[src/rtl/cons.sv]
// Consumer sink for the val/data stream: groups consecutive valid cycles into
// bursts and emits a one-cycle summary record (sum, length, max, error) per burst.
module cons #(
  parameter int DW      = 8,
  parameter int SW      = 12,
  parameter int LW      = 4,
  parameter int MIN_LEN = 3,
  parameter int MAX_LEN = 5
) (
  input  logic          clk,
  input  logic          rst_b,
  input  logic          val,
  input  logic [DW-1:0] data,
  output logic          out_val,
  output logic [SW-1:0] out_sum,
  output logic [LW-1:0] out_len,
  output logic [DW-1:0] out_max,
  output logic          out_err,
  output logic [15:0]   burst_cnt
);

  typedef enum logic {IDLE, BURST} state_t;

  typedef struct packed {
    logic [SW-1:0] sum;
    logic [LW-1:0] len;
    logic [DW-1:0] mx;
  } acc_t;

  state_t        state, state_nxt;
  acc_t          acc;
  logic          open_burst, add_smp, close;
  logic [SW:0]   sum_ext;
  logic [SW-1:0] sum_add;
  logic [LW-1:0] len_add;
  logic [DW-1:0] max_add;
  logic          len_bad;

  always_ff @(posedge clk or negedge rst_b) begin
    if (!rst_b) state <= IDLE;
    else        state <= state_nxt;
  end

  always_comb begin
    state_nxt  = state;
    open_burst = 1'b0;
    add_smp    = 1'b0;
    close      = 1'b0;
    case (state)
      IDLE: begin
        if (val) begin
          state_nxt  = BURST;
          open_burst = 1'b1;
        end
      end
      BURST: begin
        if (val) begin
          add_smp = 1'b1;
        end else begin
          state_nxt = IDLE;
          close     = 1'b1;
        end
      end
      default: state_nxt = IDLE;
    endcase
  end

  // One extra bit catches the carry so the sum pins at all-ones instead of wrapping.
  assign sum_ext = {1'b0, acc.sum} + (SW+1)'(data);
  assign sum_add = sum_ext[SW] ? {SW{1'b1}} : sum_ext[SW-1:0];
  assign len_add = (&acc.len) ? acc.len : acc.len + LW'(1);
  assign max_add = (data > acc.mx) ? data : acc.mx;

  // A pinned length is all-ones, which is always above MAX_LEN, so it flags as an error.
  assign len_bad = (acc.len < LW'(MIN_LEN)) || (acc.len > LW'(MAX_LEN));

  always_ff @(posedge clk or negedge rst_b) begin
    if (!rst_b) begin
      acc <= '0;
    end else if (open_burst) begin
      acc.sum <= SW'(data);
      acc.len <= LW'(1);
      acc.mx  <= data;
    end else if (add_smp) begin
      acc.sum <= sum_add;
      acc.len <= len_add;
      acc.mx  <= max_add;
    end
  end

  always_ff @(posedge clk or negedge rst_b) begin
    if (!rst_b) begin
      out_val   <= 1'b0;
      out_sum   <= '0;
      out_len   <= '0;
      out_max   <= '0;
      out_err   <= 1'b0;
      burst_cnt <= '0;
    end else begin
      out_val <= close;
      if (close) begin
        out_sum   <= acc.sum;
        out_len   <= acc.len;
        out_max   <= acc.mx;
        out_err   <= len_bad;
        burst_cnt <= burst_cnt + 16'd1;
      end
    end
  end

endmodule

[config.mk]
export PLATFORM = sky130hd
export DESIGN_NAME = cons
export DESIGN_NICKNAME = d
export VERILOG_FILES = /design/src/rtl/cons.sv
export SDC_FILE = /design/constraint.sdc
export NUM_CORES = 1
export LEC_CHECK = 0
export CORE_MARGIN = 5
export CORE_UTILIZATION = 50
export DETAILED_ROUTE_END_ITERATION = 8
export PLACE_DENSITY_LB_ADDON = 0.1
export SLEW_MARGIN = 15
export SYNTH_ARGS = -nofsm -noshare
export SYNTH_HDL_FRONTEND = slang
export SYNTH_SLANG_ARGS = --single-unit
[constraint.sdc]
create_clock -name clk -period 6 [get_ports clk]
set_input_delay 1.8 -clock clk [delete_from_list [all_inputs] [get_ports clk]]
set_output_delay 1.8 -clock clk [all_outputs]
set_load 0.01 [all_outputs]
Word level (Yosys, flattened, before mapping) --
Index checks and enable logic that the tools add are counted.
Storage, ports and cells: register bits 67, latch bits 0, bits in writable memories 0, memory bits (read-only) 0, word-level logic and storage cells 33, memories kept 0
Cells by class: $add $sub $neg 3, $mul 0, div/mod/pow operators 0, order comparisons 3, eq/ne operators 1, shift-type cells 0, multiplexer cells 10, bitwise logic cells 0, reductions and logical operators 6
Operators by type and width (number):
- $mux W24 | 2
- $add A16 B1 Y16 const B | 1
- $add A12 B8 Y13 | 1
- $mux W12 | 1
- $gt A8 B8 Y1 | 1
- $mux W8 | 1
- $mux W1 | 5
- $add A4 B1 Y4 const B | 1
- $gt A4 B3 Y1 const B | 1
- $lt A4 B2 Y1 const B | 1
- $mux W4 | 1
- $reduce_and A2 Y1 | 2
- $reduce_and A4 Y1 | 1
- $reduce_bool A2 Y1 | 2
- $ne A2 B2 Y1 const B | 1
- $logic_or A1 B1 Y1 | 1

Depth between registers and ports, before layout --
Gate-level depths: netlist of run 1.
word-level depth 4, gate-level depth with buffers 8, depth with buffers taken out 8

Worst setup path after synthesis of run 1 --
Ideal clock, no wire load.
path kind in2reg, start input port data[1], end register acc[0] (netlist name), library setup time 0.125 ns, arrival time 3.296 ns, path slack 2.579 ns, cell stages on the path 6, path buffers 0, cells stage by stage ha_1 > nor2b_1 > o21bai_1 > a21oi_1 > o41ai_4 > mux2_2
On the way: word-level cells in the longest chain between the ends 3
RTL lines:
- start, declared | line 13 | input logic [DW-1:0] data,
- $gt A8 B8 Y1 | line 72 | assign max_add = (data > acc.mx) ? data : acc.mx;
- $reduce_bool A2 Y1 (no line)
- $reduce_and A2 Y1 (no line)
- end, declared | line 31 | acc_t acc;
No other way between the ends. A chain may end at the register's enable or synchronous reset.

Final worst setup path of run 1 --
start input port val, end register burst_cnt[11]
On the way: word-level cells in the longest chain between the ends 2
RTL lines:
- start, declared | line 12 | input logic val,
- $mux W1 | line 57 | if (val) begin
- $mux W1 | line 49 | case (state)
- end signal, assigned | line 106 | burst_cnt <= burst_cnt + 16'd1;
- end, declared | line 19 | output logic [15:0] burst_cnt
No other way between the ends.

==> results of run 1 <==
## per-stage QoR
step / power, W / cells / utilization [%]
after detailed placement: 0.00106 / 466 / 59.3
after CTS: 0.00151 / 482 / 62.9
final: 0.00150 / 482 / 62.9
after global routing: 0.00161 / 482 / 62.9
after floorplan: 0.000869 / 342 / -
after global placement: 0.00105 / 466 / 59.3
## how the worst min path moves through the flow
stage	endpoint	slack (ps)
after floorplan	out_max[0]$_DFFE_PN0P_	460
after global placement	out_sum[11]$_DFFE_PN0P_	460
after detailed placement	out_sum[11]$_DFFE_PN0P_	460
after CTS	burst_cnt[15]$_DFFE_PN0P_	480
after global routing	out_max[4]$_DFFE_PN0P_	500
final	burst_cnt[15]$_DFFE_PN0P_	470
## cells in the final DEF (no fill, tap or decap), types with 4 or more instances in the layout
master and count:
dfrtp_1 67, nand2_1 66, clkdlybuf4s50_1 51, o21ai_0 24, inv_1 20, ha_1 20
xnor2_1 17, a21oi_1 15, nor2_1 14, nand3_1 13, clkbuf_8 9, o22ai_1 8
mux2_2 7, nand4_1 5, o21a_1 5, nor3_1 5, a21o_1 4, a31oi_1 4
## worst register-to-register path, stage by stage (launching register included)
cell and delay, ps:
dfrtp_1 420, ha_1 380, a21oi_1 270, nand2_1 130, o211a_1 310, a2111oi_0 470
a21oi_1 130
## area by class of cell
cell class / instances / area (um2) / share of cell area [%]
inverters: 21 / 78.8 / 1.88
clock inverters: 6 / 114 / 2.71
clock buffers: 10 / 128 / 3.04
well taps: 80 / 100 / 2.38
repair buffers: 55 / 538 / 12.8
flip-flops and latches: 67 / 1680 / 39.9
multi-input cells: 243 / 1570 / 37.3
## where the power goes
group          switching [W]  internal, W
Clock               0.000174     0.000277
Combinational       0.000216     0.000222
Sequential         0.0000736     0.000538
Total               0.000463      0.00104
## cell families after synthesis
family | synth area share (%)
buffers and inverters | 3.60
AO/OA/AOI/OAI | 15.9
multiplexers | 2.64
AND/OR/NAND/NOR | 14.8
adder cells (fa/ha/maj) | 8.03
XOR/XNOR | 5.20
flip-flops | 49.8
## flip-flops by register name, summed over array words and instances, names as in the netlist
name / flops
acc: 24
state: 1
out_val: 1
out_len: 4
out_max: 8
out_sum: 12
burst_cnt: 16
out_err: 1
## metal layers
metal | track usage [%] | vias up
met1 | 26.7 | 1223
met3 | 4.59 | 8
met2 | 26.5 | 42
li1 | - | 1296
met5 | 0 | -
met4 | 6.68 | 0
==> metrics.yaml, run 1 <==
hpwl_um: 4920
yosys_warnings: 0
r2r_slack_ps: 3770
synth_area_leader_cell: "dfrtp_1"
cpPeakStageDelay_ps: 460
critical_path.top_delay_family: "buffers and inverters"
post_cts_buffers: 0
cp.depth: 9
insertion_delay_ps: 340
ff2ff_path_depth: 6
synth_edf_count: 0
maxSlewViolCount: 0
first_pass_iters: 4
path_clk_slew_ps: 70
finalHoldViolations: 0
worstPathRequired_ps: 6260
syn_inst: 342
cp.arrival_ps: 4080
nFillCells: 575
clockBufferDepth: 2
drt_iter0_drc: 133
max_freq_mhz: 261
setup_slack_ps: 2170
layout-drive-gt1-share_pct: 7.71
rsz0062_at_grt: "false"
grt_usage_pct: 18.4
whs_path_depth: 1
cp_max_fo: 42
root_buffer: "clkbuf_8"
layout_min_cycle_time_ps: 3830
grt_max_degree: 68
leakagePower_nw: 1.90
min_path_type: "flop to flop"
chipWidth_um: 92.1
cts_tree: "yes"
syn_to_final_growth_pct: 24.9
holdWs_ps: 472
synth_top_cell_area_share_pct: 49.8
drc_errors: 0
fin_worst_skew_ps: 6.34
dieArea_mm2: 0.00848
placed_cell_area_mm2: 0.00396
ir_drop_v: 0.000207
synth_common_cells: "dfrtp_1 (67), nand2_1 (66), o21ai_0 (24)"
grt_pass1_wl_um: 12200
power.density_mw_per_mm2: 357
wl_met3_um: 272
synth_area_mm2: 0.00337
setup_violations: 0
die_h_um: 92.1
grt_pass1_vias: 2440
antenna_left: 0
crit_path_top_delay_cell: "clkdlybuf4s50_1"
tns_ps: 0
netlist_top_cells_area: "dfrtp_1 (50%), ha_1 (7.4%), nand2_1 (7.4%), xnor2_1 (4.4%), o21ai_0 (3.6%)"
vias_per_cell: 5.33
place_congestion: 0.840
synth_cell_types: 43
fin_nets: 429
tightest_slew_ps: 850
endpoint: "burst_cnt[11]$_DFFE_PN0P_"
wl_met1_um: 3610
vias: 2569
routed_wirelength_um: 7100
syn_area_per_cell_um2: 9.84
fin_crit_sh_pct: 63.8
yosysMostFrequentCell: "dfrtp_1"
cp-startpoint: "val"
crit_chain: "clkdlybuf4s50_1 -> buf_4 -> nand2b_1 -> buf_4 -> inv_2 -> and4_1 -> and4_1 -> nand2_1 -> xnor2_1"
slew_headroom_pct: 43.3
synth-seq-cells: 67
drv_cap: 0
wire_per_inst_um: 14.7
holdCritStartpoint: "burst_cnt[15]$_DFFE_PN0P_"
io_pins: 53
post-place-ws_ps: 1830
start_util_pct: 50.4
cp-end-kind: "flop"
met2RoutedLength_um: 3130
rows: 30
grt.overflow.total: 0
post_cts_resized: 0
crit_buf_inv: 4
h-tree-depth: 3
syn_nets: 374
core_mm2: 0.00668
fin_area_mm2: 0.00420
async_reset_ff_share_pct: 100
synth_ff_type: "dfrtp_1"
diodes: 0
worstReg2RegStart: "acc[17]$_DFFE_PN0P_"
port_buffers: 52
r2r-end: "acc[17]$_DFFE_PN0P_"
clock_sinks: 67
numCtsBuffers: 9
top_layer: "met4"
status: "finished, final reports clean"
seq_area_frac_synth_pct: 49.8
grt_antenna_before_repair: 0
ctsHoldBuffers: 0
start_kind: "primary input"
worstSetupPathType: "primary input to flop"
Note: power is estimated with default switching activity, not from simulation.
==> run 2, diff against run 1 <==
--- a/config.mk
+++ b/config.mk
@@ -6,7 +6,7 @@
 export NUM_CORES = 1
 export LEC_CHECK = 0
 export CORE_MARGIN = 5
-export CORE_UTILIZATION = 50
+export CORE_UTILIZATION = 48
 export DETAILED_ROUTE_END_ITERATION = 8
 export PLACE_DENSITY_LB_ADDON = 0.1
 export SLEW_MARGIN = 15
==> constraint.sdc (replaced) <==
create_clock -name clk -period 3.44 [get_ports clk]
set_input_delay 1.032 -clock clk [delete_from_list [all_inputs] [get_ports clk]]
set_output_delay 1.032 -clock clk [all_outputs]
set_load 0.01 [all_outputs]
==> run 2 against run 1 <==
Against the previous run:
- wire length down 0.79%
- cell count up 4.4%
- combinational power grew 77%
- global-route usage is 0.90 points lower
- via count rose by 2.0%
- register-to-register slack got worse by 2500 ps
- largest cell class unchanged
- die area rose by 3.7%
- sequential cell count did not move
- critical path depth did not move
- first-iteration DRC count down 38%
- clock skew up 4.1 ps
- count of clock-buffer cells in the layout up 3
==> metrics.yaml, run 2 (same netlist as run 1, synthesis figures left out) <==
whs_path_depth: 2
grt_pass1_vias: 2563
setup_violations: 0
port_buffers: 52
leakagePower_nw: 1.92
grt_use_met2_pct: 25.8
clockBufferDepth: 2
slew_headroom_pct: 57.1
grt.overflow.total: 0
drc_errors: 0
tightest_slew_ps: 644
ctsHoldBuffers: 0
min_path_type: "flop to flop"
cp-end-kind: "flop"
routed_wirelength_um: 7050
finalHoldViolations: 0
rsz0062_at_grt: "false"
finalPower_w: 0.00245
rows: 30
post_cts_resized: 0
place_congestion: 0.909
diodes: 0
first_pass_iters: 6
numCtsBuffers: 9
layout-drive-gt1-share_pct: 9.09
core_mm2: 0.00679
worstPathRequired_ps: 3650
wire_per_inst_um: 14.0
grt_usage_pct: 17.5
root_buffer: "clkbuf_8"
ir_drop_v: 0.000319
holdCritStartpoint: "out_len[3]$_DFFE_PN0P_"
top_register: "acc"
io_pins: 53
maxSlewViolCount: 0
gr-usage-met1_pct: 24.5
worstSetupPathType: "primary input to flop"
hpwl_um: 5210
syn_to_final_growth_pct: 25.4
chipWidth_um: 93.8
seqPwrFrac_pct: 43.4
power_frac_clock_pct: 25.0
h-tree-depth: 3
fin_nets: 436
p_sw_w: 0.000780
post_cts_buffers: 0
internal_power_w: 0.00167
cts_tree: "yes"
r2r-end: "acc[17]$_DFFE_PN0P_"
vias_per_cell: 5.21
dieArea_mm2: 0.00879
netSwitchingFraction_pct: 31.8
die_h_um: 93.8
fin_crit_sh_pct: 86.2
fin_area_mm2: 0.00422
tns_ps: 0
drv_cap: 0
cp_max_fo: 4
grt-busiest-layer: "met2"
largest_register_ffs: 24
ff2ff_path_depth: 6
fin_worst_skew_ps: 10.4
placed_cell_area_mm2: 0.00404
drt_iter0_drc: 82
grt_pass1_wl_um: 12100
top_regs: "acc x24, burst_cnt x16, out_sum x12"
vias: 2621
clock_sinks: 67
status: "finished, final reports clean"
layout_common_cells: "dfrtp_1 (67), nand2_1 (66), clkdlybuf4s50_1 (51)"
worstReg2RegStart: "acc[17]$_DFFE_PN0P_"
max_freq_mhz: 337
antenna_left: 0
final_common_cell: "dfrtp_1"
start_kind: "primary input"
grt_antenna_before_repair: 0
grt_util_met3_pct: 3.29
r2r_slack_ps: 1310
cp.arrival_ps: 3180
grt_max_degree: 38
start_util_pct: 49.6
layout_min_cycle_time_ps: 2970
insertion_delay_ps: 350
cp-startpoint: "data[0]"
min_to: "out_len[3]$_DFFE_PN0P_"
combPwrFrac_pct: 31.6
path_clk_slew_ps: 70
power.density_mw_per_mm2: 580
==> run 2: routing by layer <==
layer,part of all wire [%],up-vias
met4,2.6,0
met2,44,57
met3,3.9,15
met5,0,-
li1,-,1319
met1,50,1230
==> run 2: metrics by stage <==
stage / cells / utilization (%) / hold WS, ps / setup slack, ps
after global placement: 489 / 59.4 / 460 / 170
after CTS: 503 / 62.1 / 479 / 478
final: 503 / 62.1 / 473 / 475
after global routing: 503 / 62.1 / 502 / 309
after floorplan: 342 / - / 459 / 787
after detailed placement: 489 / 59.4 / 462 / 119
==> run 2: cell type report <==
type | count | area [um2]
clock buffer | 13 | 179
tap | 96 | 120
fill | 564 | 2570
inverter | 21 | 78.8
multi-input combinational | 243 | 1570
clock inverter | 1 | 7.51
sequential | 67 | 1680
timing repair buffer | 62 | 591
==> run 2: power by group through the flow <==
stage	Sequential, W	Clock (W)	Combinational, W
after global placement	0.00107	0	0.000764
final	0.00106	0.000612	0.000773
after detailed placement	0.00108	0	0.000775
after global routing	0.00109	0.000666	0.000864
after CTS	0.00107	0.000627	0.000780
after floorplan	0.00109	0	0.000422
==> run 2: worst max path at each step <==
stage	cells after the start	end
floorplan	6	acc[0]$_DFFE_PN0P_
CTS	9	acc[22]$_DFFE_PN0P_
detailed placement	9	acc[22]$_DFFE_PN0P_
global placement	9	acc[21]$_DFFE_PN0P_
finish	9	acc[22]$_DFFE_PN0P_
global route	9	acc[22]$_DFFE_PN0P_
==> run 2: worst max-delay path, stage by stage <==
cell and delay (ps):
clkdlybuf4s50_1 530, ha_1 230, inv_1 70, fa_1 390
nand2b_1 200, a21oi_1 210, o21ai_0 180, o31ai_1 250
a21oi_1 100
==> run 3, diff against run 2 <==
--- a/config.mk
+++ b/config.mk
@@ -7,6 +7,7 @@
 export LEC_CHECK = 0
 export CORE_MARGIN = 5
 export CORE_UTILIZATION = 48
+export CTS_CLUSTER_SIZE = 8
 export DETAILED_ROUTE_END_ITERATION = 8
 export PLACE_DENSITY_LB_ADDON = 0.1
 export SLEW_MARGIN = 15
==> results of run 3 <==
No change in the layout: final DEF, timing and power equal those of run 2.
